### src/rtl/cva6_ypb_obi_bridge.sv
// cva6_ypb_obi_bridge
//
// Registered YPB-to-OBI bridge with NumChannels independent lanes. Each lane
// has a one-entry request slice, a credit count that bounds outstanding OBI
// requests, and a response FIFO. Because of the credit scheme the bridge can
// hold OBI rready high and still never drop a response.
//
// Ports (per-lane buses are packed [NumChannels-1:0][W-1:0]):
//   clk_i, rst_i                     clock, asynchronous active-high reset
//   ypb_preq_i / ypb_paddr_i / ypb_we_i / ypb_be_i / ypb_wdata_i / ypb_aid_i
//                                    YPB request and payload
//   ypb_pgnt_o                       YPB request accepted
//   ypb_rvalid_o / ypb_rdata_o / ypb_rid_o / ypb_err_o, ypb_rready_i
//                                    YPB response channel
//   obi_req_o, obi_reqpar_o, obi_addr_o / obi_we_o / obi_be_o / obi_wdata_o /
//   obi_aid_o, obi_gnt_i, obi_gntpar_i
//                                    OBI A-channel
//   obi_rvalid_i, obi_rvalidpar_i, obi_rdata_i / obi_rid_i / obi_err_i,
//   obi_rready_o, obi_rreadypar_o    OBI R-channel
//   idle_o                           lane empty and nothing in flight
//   proto_err_o                      sticky: response with nothing outstanding
//   par_err_o                        sticky parity error on gnt/rvalid
//
// Optional feature macro: CVA6_YPB_OBI_BRIDGE_PARITY_CHK_EN enables checking
// of obi_gntpar_i / obi_rvalidpar_i. Without it par_err_o is tied to 0.

module cva6_ypb_obi_bridge #(
  parameter int NumChannels = 4,
  parameter int AddrWidth   = 64,
  parameter int DataWidth   = 64,
  parameter int IdWidth     = 4,
  parameter int RspDepth    = 4
) (
  input  logic                                    clk_i,
  input  logic                                    rst_i,
  input  logic [NumChannels-1:0]                  ypb_preq_i,
  input  logic [NumChannels-1:0][AddrWidth-1:0]   ypb_paddr_i,
  input  logic [NumChannels-1:0]                  ypb_we_i,
  input  logic [NumChannels-1:0][DataWidth/8-1:0] ypb_be_i,
  input  logic [NumChannels-1:0][DataWidth-1:0]   ypb_wdata_i,
  input  logic [NumChannels-1:0][IdWidth-1:0]     ypb_aid_i,
  output logic [NumChannels-1:0]                  ypb_pgnt_o,
  output logic [NumChannels-1:0]                  ypb_rvalid_o,
  output logic [NumChannels-1:0][DataWidth-1:0]   ypb_rdata_o,
  output logic [NumChannels-1:0][IdWidth-1:0]     ypb_rid_o,
  output logic [NumChannels-1:0]                  ypb_err_o,
  input  logic [NumChannels-1:0]                  ypb_rready_i,
  output logic [NumChannels-1:0]                  obi_req_o,
  output logic [NumChannels-1:0]                  obi_reqpar_o,
  output logic [NumChannels-1:0][AddrWidth-1:0]   obi_addr_o,
  output logic [NumChannels-1:0]                  obi_we_o,
  output logic [NumChannels-1:0][DataWidth/8-1:0] obi_be_o,
  output logic [NumChannels-1:0][DataWidth-1:0]   obi_wdata_o,
  output logic [NumChannels-1:0][IdWidth-1:0]     obi_aid_o,
  input  logic [NumChannels-1:0]                  obi_gnt_i,
  input  logic [NumChannels-1:0]                  obi_gntpar_i,
  input  logic [NumChannels-1:0]                  obi_rvalid_i,
  input  logic [NumChannels-1:0]                  obi_rvalidpar_i,
  input  logic [NumChannels-1:0][DataWidth-1:0]   obi_rdata_i,
  input  logic [NumChannels-1:0][IdWidth-1:0]     obi_rid_i,
  input  logic [NumChannels-1:0]                  obi_err_i,
  output logic [NumChannels-1:0]                  obi_rready_o,
  output logic [NumChannels-1:0]                  obi_rreadypar_o,
  output logic [NumChannels-1:0]                  idle_o,
  output logic [NumChannels-1:0]                  proto_err_o,
  output logic [NumChannels-1:0]                  par_err_o
);

  localparam int PtrW  = $clog2(RspDepth);
  localparam int CntW  = $clog2(RspDepth) + 1;
  localparam int FifoW = DataWidth + IdWidth + 1;
  localparam logic [CntW-1:0] DepthCnt = CntW'(RspDepth);

  // The FIFO always has room for every outstanding response, so rready only
  // drops while the bridge is held in reset.
  assign obi_rready_o    = {NumChannels{!rst_i}};
  assign obi_rreadypar_o = ~obi_rready_o;

`ifndef CVA6_YPB_OBI_BRIDGE_PARITY_CHK_EN
  logic unused_parity;
  assign unused_parity = ^{obi_gntpar_i, obi_rvalidpar_i};
`endif

  for (genvar c = 0; c < NumChannels; c++) begin : g_lane
    logic                   slot_v;
    logic [AddrWidth-1:0]   slot_addr;
    logic                   slot_we;
    logic [DataWidth/8-1:0] slot_be;
    logic [DataWidth-1:0]   slot_wdata;
    logic [IdWidth-1:0]     slot_aid;
    logic [CntW-1:0]        outstanding;
    logic [CntW-1:0]        fifo_count;
    logic [CntW-1:0]        credit;
    logic [PtrW-1:0]        wr_ptr;
    logic [PtrW-1:0]        rd_ptr;
    logic [FifoW-1:0]       fifo_mem [RspDepth];
    logic [FifoW-1:0]       head;
    logic                   req;
    logic                   fire;
    logic                   grant;
    logic                   accept;
    logic                   push;
    logic                   pop;
    logic                   proto_err;

    // Credit counts both in-flight requests and responses still parked in the
    // FIFO; only this lane's own grant consumes it, so a raised req is stable.
    assign credit = DepthCnt - outstanding - fifo_count;
    assign req    = slot_v && (credit != '0);
    assign fire   = req && obi_gnt_i[c];
    assign grant  = !rst_i && (!slot_v || fire);
    assign accept = ypb_preq_i[c] && grant;
    assign push   = obi_rvalid_i[c] && (outstanding != '0);
    assign pop    = (fifo_count != '0) && ypb_rready_i[c];
    assign head   = (fifo_count != '0) ? fifo_mem[rd_ptr] : '0;

    always_ff @(posedge clk_i or posedge rst_i) begin
      if (rst_i) begin
        slot_v     <= 1'b0;
        slot_addr  <= '0;
        slot_we    <= 1'b0;
        slot_be    <= '0;
        slot_wdata <= '0;
        slot_aid   <= '0;
      end else if (accept) begin
        slot_v     <= 1'b1;
        slot_addr  <= ypb_paddr_i[c];
        slot_we    <= ypb_we_i[c];
        slot_be    <= ypb_be_i[c];
        slot_wdata <= ypb_wdata_i[c];
        slot_aid   <= ypb_aid_i[c];
      end else if (fire) begin
        slot_v <= 1'b0;
      end
    end

    // A response arriving with nothing outstanding is dropped and flagged.
    always_ff @(posedge clk_i or posedge rst_i) begin
      if (rst_i) begin
        outstanding <= '0;
        fifo_count  <= '0;
        wr_ptr      <= '0;
        rd_ptr      <= '0;
        proto_err   <= 1'b0;
      end else begin
        case ({fire, push})
          2'b10:   outstanding <= outstanding + 1'b1;
          2'b01:   outstanding <= outstanding - 1'b1;
          default: outstanding <= outstanding;
        endcase
        case ({push, pop})
          2'b10:   fifo_count <= fifo_count + 1'b1;
          2'b01:   fifo_count <= fifo_count - 1'b1;
          default: fifo_count <= fifo_count;
        endcase
        if (push) wr_ptr <= wr_ptr + 1'b1;
        if (pop)  rd_ptr <= rd_ptr + 1'b1;
        if (obi_rvalid_i[c] && (outstanding == '0)) proto_err <= 1'b1;
      end
    end

    always_ff @(posedge clk_i) begin
      if (push) fifo_mem[wr_ptr] <= {obi_rdata_i[c], obi_rid_i[c], obi_err_i[c]};
    end

`ifdef CVA6_YPB_OBI_BRIDGE_PARITY_CHK_EN
    // Parity lines carry the inverse of their signal; equality is an error.
    logic par_err;
    always_ff @(posedge clk_i or posedge rst_i) begin
      if (rst_i) begin
        par_err <= 1'b0;
      end else if ((obi_gntpar_i[c] == obi_gnt_i[c]) ||
                   (obi_rvalidpar_i[c] == obi_rvalid_i[c])) begin
        par_err <= 1'b1;
      end
    end
    assign par_err_o[c] = par_err;
`else
    assign par_err_o[c] = 1'b0;
`endif

    assign ypb_pgnt_o[c]   = grant;
    assign ypb_rvalid_o[c] = (fifo_count != '0);
    assign {ypb_rdata_o[c], ypb_rid_o[c], ypb_err_o[c]} = head;
    assign obi_req_o[c]    = req;
    assign obi_reqpar_o[c] = !req;
    assign obi_addr_o[c]   = slot_addr;
    assign obi_we_o[c]     = slot_we;
    assign obi_be_o[c]     = slot_be;
    assign obi_wdata_o[c]  = slot_wdata;
    assign obi_aid_o[c]    = slot_aid;
    assign idle_o[c]       = !slot_v && (outstanding == '0) && (fifo_count == '0);
    assign proto_err_o[c]  = proto_err;
  end

endmodule

### config.mk
export PLATFORM = sky130hd
export DESIGN_NAME = cva6_ypb_obi_bridge
export DESIGN_NICKNAME = d
export VERILOG_FILES = /design/src/rtl/cva6_ypb_obi_bridge.sv
export SDC_FILE = /design/constraint.sdc
export NUM_CORES = 2
export LEC_CHECK = 0
export BUFFER_PORTS_ARGS = -buffer_cell sky130_fd_sc_hd__buf_2
export CAP_MARGIN = 20
export CORE_AREA = 2 2 678 680
export CTS_BUF_LIST = sky130_fd_sc_hd__clkbuf_2
export CTS_CLUSTER_DIAMETER = 120
export DETAILED_ROUTE_END_ITERATION = 10
export DIE_AREA = 0 0 680 682
export HOLD_SLACK_MARGIN = 0.12
export PLACE_DENSITY = 0.38
export SETUP_SLACK_MARGIN = 0.4
export SYNTH_ARGS = -nofsm -noshare
export SYNTH_HDL_FRONTEND = slang
export SYNTH_SLANG_ARGS = --single-unit
export TNS_END_PERCENT = 30
### constraint.sdc
create_clock -name clk_i -period 26.6 [get_ports clk_i]
set_input_delay 5.32 -clock clk_i [delete_from_list [all_inputs] [get_ports clk_i]]
set_output_delay 5.32 -clock clk_i [all_outputs]
set_load 0.03 [all_outputs]
==> results.cfg <==
[synthesis]
synth_compound_area_frac = 0.00265
yosys.area_share.adder = 0.00931
synth_top_area_frac = 0.505
yosys_warnings = 0
synth_top_family_by_area = multiplexers
ys_types = 32
synth-simple-area-share = 0.0323
synth_area_per_cell_um2 = 20.1
synth_area_leaders = edfxtp_1 (51%), dfrtp_1 (23%), mux4_2 (9.5%), mux2_1 (6.0%), mux2_2 (3.7%)
synth_cells = 3263
synthesis.area_mm2 = 0.0656
synthXorXnorAreaFrac = 0.00641
yosysTopAreaCell = edfxtp_1
ys_seq_area_frac = 0.739
synth.ff_latch_count = 1716
synth.area.mux_share = 0.193

[floorplanning]
die_x_um = 680
initial_core_util = 0.143
die_area_mm2 = 0.464
rows = 249
core_mm2 = 0.457
ios = 1742
die_h_um = 682

[power_and_ir_drop]
vdd_drop_max_mv = 0.0672
powerDensity_mw_per_mm2 = 132
total_leakage_power_uw = 0.0338

[route]
drt-pass1-iter-count = 7
drt-vias-per-instance = 3.48
ant_nets = 0
wl_per_cell_um = 29.4
routed_wl_um = 351000
num_vias = 41500
drtIter0Drc = 2271
drc = 0

[timing]
slew_headroom = 0.287
drv_slew = 0
setup_viol = 0
min_period_ns = 13.07
holdWs_ns = 0.474
hold_viol = 0
fin_tns_setup_ns = 0
worst_pin_slew_ns = 1.07
fin_ws_ns = 13.53
period_share = 0.491
clock.fmax_ghz = 0.0765
rsz0062_at_grt = false
clock_skew_ns = 0.256

[finish]
final_cell_area_mm2 = 0.0866
drive_gt1_frac = 0.544
fillers = 49800
nNetsFinal = 6301
synthToLayoutAreaGrowth_pct = 32.0
utilization = 0.189

[clock_network]
ctsHoldBuffers = 0
clk_latency_ns = 2.07
root_buffer = clkbuf_2
path_clk_slew_ns = 0.11
cts_resized = 0
clk_path_buf_depth = 4
cts_tree = yes
clock-sinks = 1716
post_cts.repair.setup_buffers = 0
htreeDepth = 6
cts_made_buffers = 530

[place]
hpwl_um = 274000
port-buffer-count = 1729
pre_cts_slack_ns = 13.33
post_dp_cell_area_mm2 = 0.0814
gp_congestion = 0.938

[status]
status = complete, no violations

[critical_path]
cp-end-kind = primary output
worst-path-buf-inv = 6
crit_fanout = 53
max_stage_delay_ns = 0.67
critPathKind = in -> out
path_cells = buf_2 -> buf_4 -> inv_8 -> buf_4 -> buf_4 -> buf_2
critPathArrivalTime_ns = 7.75
crit_path_start_kind = input port
cp_slowest_cell = buf_4
crit_family = buffers and inverters
cp.required_ns = 21.28
cpMostUsedCell = buf_4

[global_routing]
grt_util_all_layers = 0.145
grt_pass1_vias = 43600
grt_pass1_wl_um = 444000
grt_max_degree = 128
grt-ovfl-total = 0
grt_antenna_before_repair = 332

[job]
cap_violations = 0

[worst_hold_path]
hold_path.class = reg -> reg
registers in the layout, indices dropped and copies added (netlist names):
register and count:
g_lane.fifo_mem 1104, g_lane.slot_addr 256, g_lane.slot_wdata 256, g_lane.slot_be 32
g_lane.slot_aid 16, g_lane.fifo_count 12, g_lane.outstanding 12, g_lane.rd_ptr 8
g_lane.wr_ptr 8, g_lane.proto_err 4, g_lane.slot_v 4, g_lane.slot_we 4
cells in the mapped netlist:
master    instances
nor2b_1           2
nand2_1          21
and2_1          294
buf_4            53
o21bai_1          2
nor3b_1           2
xor2_1           24
xnor2_1          24
dfrtp_1         612
o31ai_4           3
mux4_2          276
or3_1            10
clkbuf_1         72
a21oi_2           1
conb_1            1
fa_1              8
nor3_1            4
nor2_1           10
ha_1             36
mux2i_1           8
a21oi_1           5
and3_1            8
o31a_1            1
o21ai_0           5
mux2_2          215
o211ai_2          1
mux2_1          349
edfxtp_1       1104
a21o_1            2
buf_6             1
buf_2            61
inv_1            48
worst paths after layout:
| kind | startpoint | endpoint | slack (ns) | cells past startpoint |
|---|---|---|---|---|
| hold reg to reg | g_lane[1].proto_err | g_lane[1].proto_err | 0.47 | 1 |
| hold / removal | g_lane[1].proto_err | g_lane[1].proto_err | 0.47 | 1 |
| min in group asynchronous | rst_i | g_lane[2].slot_v | 3.77 | 3 |
| max in group asynchronous | rst_i | g_lane[0].slot_wdata[49] | 20.35 | 6 |
| setup / recovery | rst_i | obi_rready_o[3] | 13.53 | 6 |
| setup reg to reg | g_lane[0].outstanding[1] | g_lane[0].slot_wdata[44] | 21.63 | 11 |
layout by cell type, fill, tap and decap left out, types with 4 or more instances in the layout:
| cell | n |
|---|---|
| clkinv_1 | 80 |
| mux4_2 | 276 |
| inv_1 | 47 |
| clkinvlp_4 | 10 |
| dfrtp_4 | 7 |
| clkinv_4 | 10 |
| buf_2 | 1729 |
| mux2i_1 | 8 |
| xor2_1 | 24 |
| inv_6 | 16 |
| nand2_1 | 21 |
| mux2_2 | 215 |
| o21ai_0 | 5 |
| clkinv_2 | 11 |
| and3_4 | 8 |
| mux2_1 | 349 |
| or3_1 | 6 |
| and2_1 | 286 |
| fa_1 | 8 |
| diode_2 | 129 |
| edfxtp_1 | 1104 |
| nor2_1 | 10 |
| xnor2_1 | 24 |
| nor3_1 | 4 |
| and2_2 | 4 |
| ha_1 | 36 |
| clkbuf_2 | 772 |
| dfrtp_1 | 604 |
| bufinv_16 | 10 |
| conb_1 | 4 |
| buf_4 | 49 |
| and2_4 | 4 |
layout make-up:
cell class | instances | area (um^2) | area share
diodes | 129 | 323 | 0.00373
clock buffers | 772 | 3860 | 0.0446
clock inverters | 142 | 1010 | 0.0117
inverters | 48 | 188 | 0.00217
multi-input cells | 1315 | 16100 | 0.186
flip-flops and latches | 1716 | 48500 | 0.560
well taps | 6024 | 7540 | 0.0871
repair buffers | 1780 | 9060 | 0.105
metal layers:
metal / global-route usage / vias up / share of wire
met5: 0 / - / 0.0023
met4: 0.0490 / 122 / 0.037
met3: 0.0744 / 933 / 0.12
met2: 0.250 / 2128 / 0.50
met1: 0.152 / 21100 / 0.35
li1: - / 17200 / -
report_power, final:
group,internal [uW],switching [uW]
Combinational,1530,3580
Clock,887,1290
Sequential,3640,485
kinds of logic (layout without fill, tap and decap cells):
kind of cell,after synthesis,after routing
AO/OA/AOI/OAI,20,20
XOR/XNOR,48,48
AND/OR/NAND/NOR,351,351
multiplexers,848,848
flip-flops,1716,1716
buffers and inverters,235,2742
other,1,133
adder cells (fa/ha/maj),44,44
through the flow:
stage                     power (uW)  cells
after floorplan                 7110   3266
after global placement          9430  10900
after detailed placement        9450  10900
after CTS                      11700  11800
after global routing           12100  11900
final                          11400  11900
Note: power is estimated with default switching activity, not from simulation.
